### src/rtl/instruction_fetch.sv
// Instruction fetch stage: drives the PC, captures memory read data into a
// one-entry instruction register toward decode, and handles redirects and halting.
module instruction_fetch #(
  parameter logic [31:0] RESET_PC = 32'h0000_0000,
  parameter int          MEM_SIZE = 500
) (
  input  logic        Clk,
  input  logic        Rst,
  output logic [31:0] programCounter,
  input  logic [31:0] instruction,
  input  logic        branchTaken,
  input  logic [31:0] branchTarget,
  input  logic        irReady,
  output logic        irValid,
  output logic [31:0] irData,
  output logic [31:0] irPC,
  output logic        halted,
  output logic        fault
);

  typedef enum logic [1:0] {WAIT, FETCH, HOLD, HALT} state_t;

  localparam logic [31:0] LAST_PC = 32'(MEM_SIZE - 4);

  state_t      state, state_nxt;
  logic [31:0] pc_nxt, data_nxt, ipc_nxt;
  logic        vld_nxt, halt_nxt, fault_nxt;
  logic        can_capture, end_of_mem;

  assign can_capture = !irValid || irReady;
  assign end_of_mem  = programCounter > LAST_PC;

  always_comb begin
    state_nxt = state;
    pc_nxt    = programCounter;
    data_nxt  = irData;
    ipc_nxt   = irPC;
    vld_nxt   = irValid;
    halt_nxt  = halted;
    fault_nxt = fault;
    case (state)
      WAIT: state_nxt = FETCH;
      FETCH, HOLD: begin
        // Redirects win over capture; a word accepted alongside a branch is simply dropped.
        if (branchTaken) begin
          vld_nxt = 1'b0;
          if (branchTarget[1:0] != 2'b00) begin
            fault_nxt = 1'b1;
            halt_nxt  = 1'b1;
            state_nxt = HALT;
          end else begin
            pc_nxt    = branchTarget;
            state_nxt = FETCH;
          end
        end else if (can_capture) begin
          if (instruction == 32'h0 || end_of_mem) begin
            vld_nxt   = 1'b0;
            halt_nxt  = 1'b1;
            state_nxt = HALT;
          end else begin
            data_nxt  = instruction;
            ipc_nxt   = programCounter;
            vld_nxt   = 1'b1;
            pc_nxt    = programCounter + 32'd4;
            state_nxt = FETCH;
          end
        end else begin
          state_nxt = HOLD;
        end
      end
      HALT: if (irValid && irReady) vld_nxt = 1'b0;
      default: state_nxt = WAIT;
    endcase
  end

  always_ff @(posedge Clk or negedge Rst) begin
    if (!Rst) begin
      state          <= WAIT;
      programCounter <= RESET_PC;
      irValid        <= 1'b0;
      irData         <= 32'h0;
      irPC           <= 32'h0;
      halted         <= 1'b0;
      fault          <= 1'b0;
    end else begin
      state          <= state_nxt;
      programCounter <= pc_nxt;
      irValid        <= vld_nxt;
      irData         <= data_nxt;
      irPC           <= ipc_nxt;
      halted         <= halt_nxt;
      fault          <= fault_nxt;
    end
  end

endmodule
### config.mk
export PLATFORM = sky130hd
export DESIGN_NAME = instruction_fetch
export DESIGN_NICKNAME = d
export VERILOG_FILES = /design/src/rtl/instruction_fetch.sv
export SDC_FILE = /design/constraint.sdc
export NUM_CORES = 1
export LEC_CHECK = 0
export ABC_AREA = 1
export CAP_MARGIN = 20
export CORE_MARGIN = 1
export CORE_UTILIZATION = 45
export CTS_BUF_LIST = sky130_fd_sc_hd__clkbuf_16
export CTS_CLUSTER_DIAMETER = 100
export DETAILED_ROUTE_END_ITERATION = 10
export GPL_ROUTABILITY_DRIVEN = 0
export PLACE_DENSITY = 0.86
export RECOVER_POWER = 50
export SLEW_MARGIN = 10
export SYNTH_ARGS = -nofsm -noshare
export SYNTH_HDL_FRONTEND = slang
export SYNTH_SLANG_ARGS = --single-unit
### constraint.sdc
create_clock -name Clk -period 2.5 [get_ports Clk]
set_clock_uncertainty 0.1 [all_clocks]
set_input_delay 0.5 -clock Clk [delete_from_list [all_inputs] [get_ports Clk]]
set_output_delay 0.5 -clock Clk [all_outputs]
set_load 0.01 [all_outputs]
==> key figures <==
Timing
  – TNS Setup: 0 ns
  – F_max: 460 MHz
  – Final Max Slew Viols: 0
  – RSZ-0062 raised after global routing: false
  – Minimum clock period: 2.18 ns
  – Worst hold slack: 0.175 ns
  – Endpoints failing hold: 0
  – Least-Margin Pin Slew: 1.08 ns
  – Worst slew margin: 0.282
  – Final Cycle Share: 0.870
  – Endpoints failing setup: 0

Setup path
  – Reg2reg end: irValid
  – Critical path fanouts, max: 34
  – Worst Path Required: 2.64 ns
  – Setup crit end kind: flop
  – Worst R2R Path Depth: 7
  – Crit Path Class: reg -> reg
  – R2R Path Start: state[0]
  – Worst Path Buf+Inv: 2
  – Max stage delay on crit path: 0.58 ns
  – CP dominant cell by count: nand2_1
  – Critical-path cell list: ha_1 > clkbuf_2 > inv_1 > o21ai_0 > nand2_1 > nand2_1 > nand2_1
  – CP arrival: 2.31 ns
  – Stages on the worst setup path: 7
  – Slowest cell on the critical path: clkbuf_2
  – Delay-heaviest family, CP: buffers and inverters
  – Startpoint class of the critical path: flop
  – Register-to-register setup slack: 0.32 ns

Final layout
  – Final Cell Area: 7590 µm²
  – Nets@finish: 1,006
  – Post-layout util: 0.654
  – Antenna diodes: 0
  – Finished Layout Cells: 1,083
  – Area Growth Syn to Fin: 39.7%
  – Layout cells sized above 1: 0.0638

Logic synthesis
  – Yosys cell types: 24
  – Post-synth top area share: 0.465
  – Synth cell count leaders: nand2_1, dfrtp_1, nor2_1
  – Synth async-reset ratio: 1.00
  – Synth Area in Compound Gates: 0.0223
  – Syn Nets: 844
  – Main combinational cell family by area after synthesis: simple AND/OR/NAND/NOR gates
  – Post-synthesis mux area share: 0
  – Count leader, synth: nand2_1
  – Synth Area in Adders: 0.00691
  – Synthesized area: 5430 µm²
  – Seq/Total Area, Yosys: 0.465
  – Yosys top cell by area: dfrtp_1
  – Simple-gate area share of the yosys netlist: 0.424
  – Synth warnings: 0
  – Synth area leaders: dfrtp_1, nand2_1, nand4_1, nor2_1, inv_1
  – Number of synthesized flops with an enable pin: 0
  – Synth Area in XOR/XNOR: 0.00806
  – Cells after Synth: 773
  – Synthesized area per cell: 7.03 µm²
  – #FFs+latches synth: 101
  – Ys flop type: dfrtp_1

Clocking
  – Post-CTS Hold Buffers: 0
  – Clk slew on worst S/H paths: 0.07 ns
  – H-tree lvl count: 3
  – TritonCTS clock tree: built
  – Post-CTS resize count: 0
  – Setup Fix Bufs, Post-CTS: 0
  – Deepest clock path buffer count: 2
  – TritonCTS Buffers: 9
  – CTS Sinks: 101
  – Root Buffer: clkbuf_16
  – Clk_lat worst skew: 0.35 ns

Floorplan
  – Ports: 167
  – FP Rows: 39
  – Die height: 112 µm
  – Die Footprint: 12,500 µm²
  – Starting Density: 0.468
  – Core area: 11,600 µm²
  – Die width: 112 µm

Detailed routing
  – Initial DRC Count: 550
  – Antenna viol nets, final: 0
  – Total Routed Length: 16,200 µm
  – Vias per inst: 5.39
  – DRC Markers: 18
  – 1st-pass router iterations: 10
  – WL per Instance: 15.0 µm
  – Via Count: 5,832

Global route
  – Global-route wire length before repair: 26,700 µm
  – Overall routing resource usage: 0.266
  – Global route overflow: 0
  – Vias in the first global route: 5,527
  – Initial antenna violation count: 0
  – Largest net degree at the start of global routing: 48

Job
  – Max Cap Violations: 0

Status
  – Status: complete, but fails checks
  – Violated checks: design-rule violations

Power
  – Pwr Density: 433 nW/µm²
  – VDD IR max: 0.000274 V
  – Leak Pwr: 3.96 nW

Placement
  – Hpwl dp: 12,000 µm
  – PortBufs: 166
  – Area after DPL: 7320 µm²
  – Cells after DPL: 1,067

Min path
  – Worst min path class: in -> async
-- per-stage QoR --
step	power (mW)	worst slack, ns
6_report	3.29	0.325
2_1_floorplan	1.73	0.510
3_5_place_dp	1.91	0.161
5_1_grt	3.39	0.163
3_3_place_gp	1.90	0.206
4_1_cts	3.31	0.395
-- cell type report --
cell class              instances  area [µm²]
inverters                      64         240
multi-input cells             572        2500
fillers                       983        4020
flip-flops and latches        101        2530
well taps                     143         179
clock inverters                 7        71.3
repair buffers                187        1840
clock buffers                   9         225
-- worst max path at each step --
stage / slack (ns) / from / endpoint
final: 0.32 / state[0] / irValid
after global routing: 0.16 / state[0] / irValid
after CTS: 0.39 / programCounter[3] / programCounter[8]
after detailed placement: 0.16 / branchTaken / irData[4]
after global placement: 0.21 / branchTaken / irData[23]
after floorplan: 0.51 / branchTaken / irPC[3]
-- power by group --
group          total, mW  switching (mW)  internal (mW)  leakage (nW)
Combinational      0.235           0.117          0.118          2.43
Sequential          1.63        0.000375           1.63          1.38
Clock               1.42           0.640          0.779         0.142
Total               3.29           0.758           2.53          3.96
-- registers in the layout (all words and copies together) (netlist names) --
register,cells
programCounter,32
irValid,1
irData,32
fault,1
halted,1
state,2
irPC,32
-- placed cells by master, fill, tap and decap left out, drive strengths merged --
cell / synthesis / layout
ha: 3 / 3
nor3: 3 / 3
clkinv: 0 / 3
xor2: 4 / 4
nor3b: 1 / 1
o21bai: 2 / 2
nand3b: 1 / 1
clkinvlp: 0 / 1
o21ai: 18 / 18
buf: 19 / 17
xnor2: 1 / 1
nand4: 81 / 81
a21oi: 2 / 2
bufinv: 0 / 1
dlygate4sd3: 0 / 45
inv: 64 / 66
dfrtp: 101 / 101
a31oi: 1 / 1
nor2: 89 / 89
nand3: 27 / 27
nand2: 339 / 339
clkbuf: 17 / 14
clkdlybuf4s50: 0 / 120
-- metal layers --
| layer | vias to the layer above | part of all wire | track usage |
|---|---|---|---|
| li1 | 2795 | - | - |
| met1 | 2713 | 0.42 | 0.336 |
| met2 | 273 | 0.47 | 0.443 |
| met3 | 51 | 0.079 | 0.0441 |
| met4 | 0 | 0.034 | 0.128 |
| met5 | - | 0 | 0 |
-- logic make-up (layout without fill, tap and decap cells) --
group,after synthesis,in the layout
simple gates,541,541
flops,101,101
buf+inv,100,267
compound gates,23,23
xor+xnor,5,5
fa+ha+maj,3,3
Power figures use the tool's default switching activity.
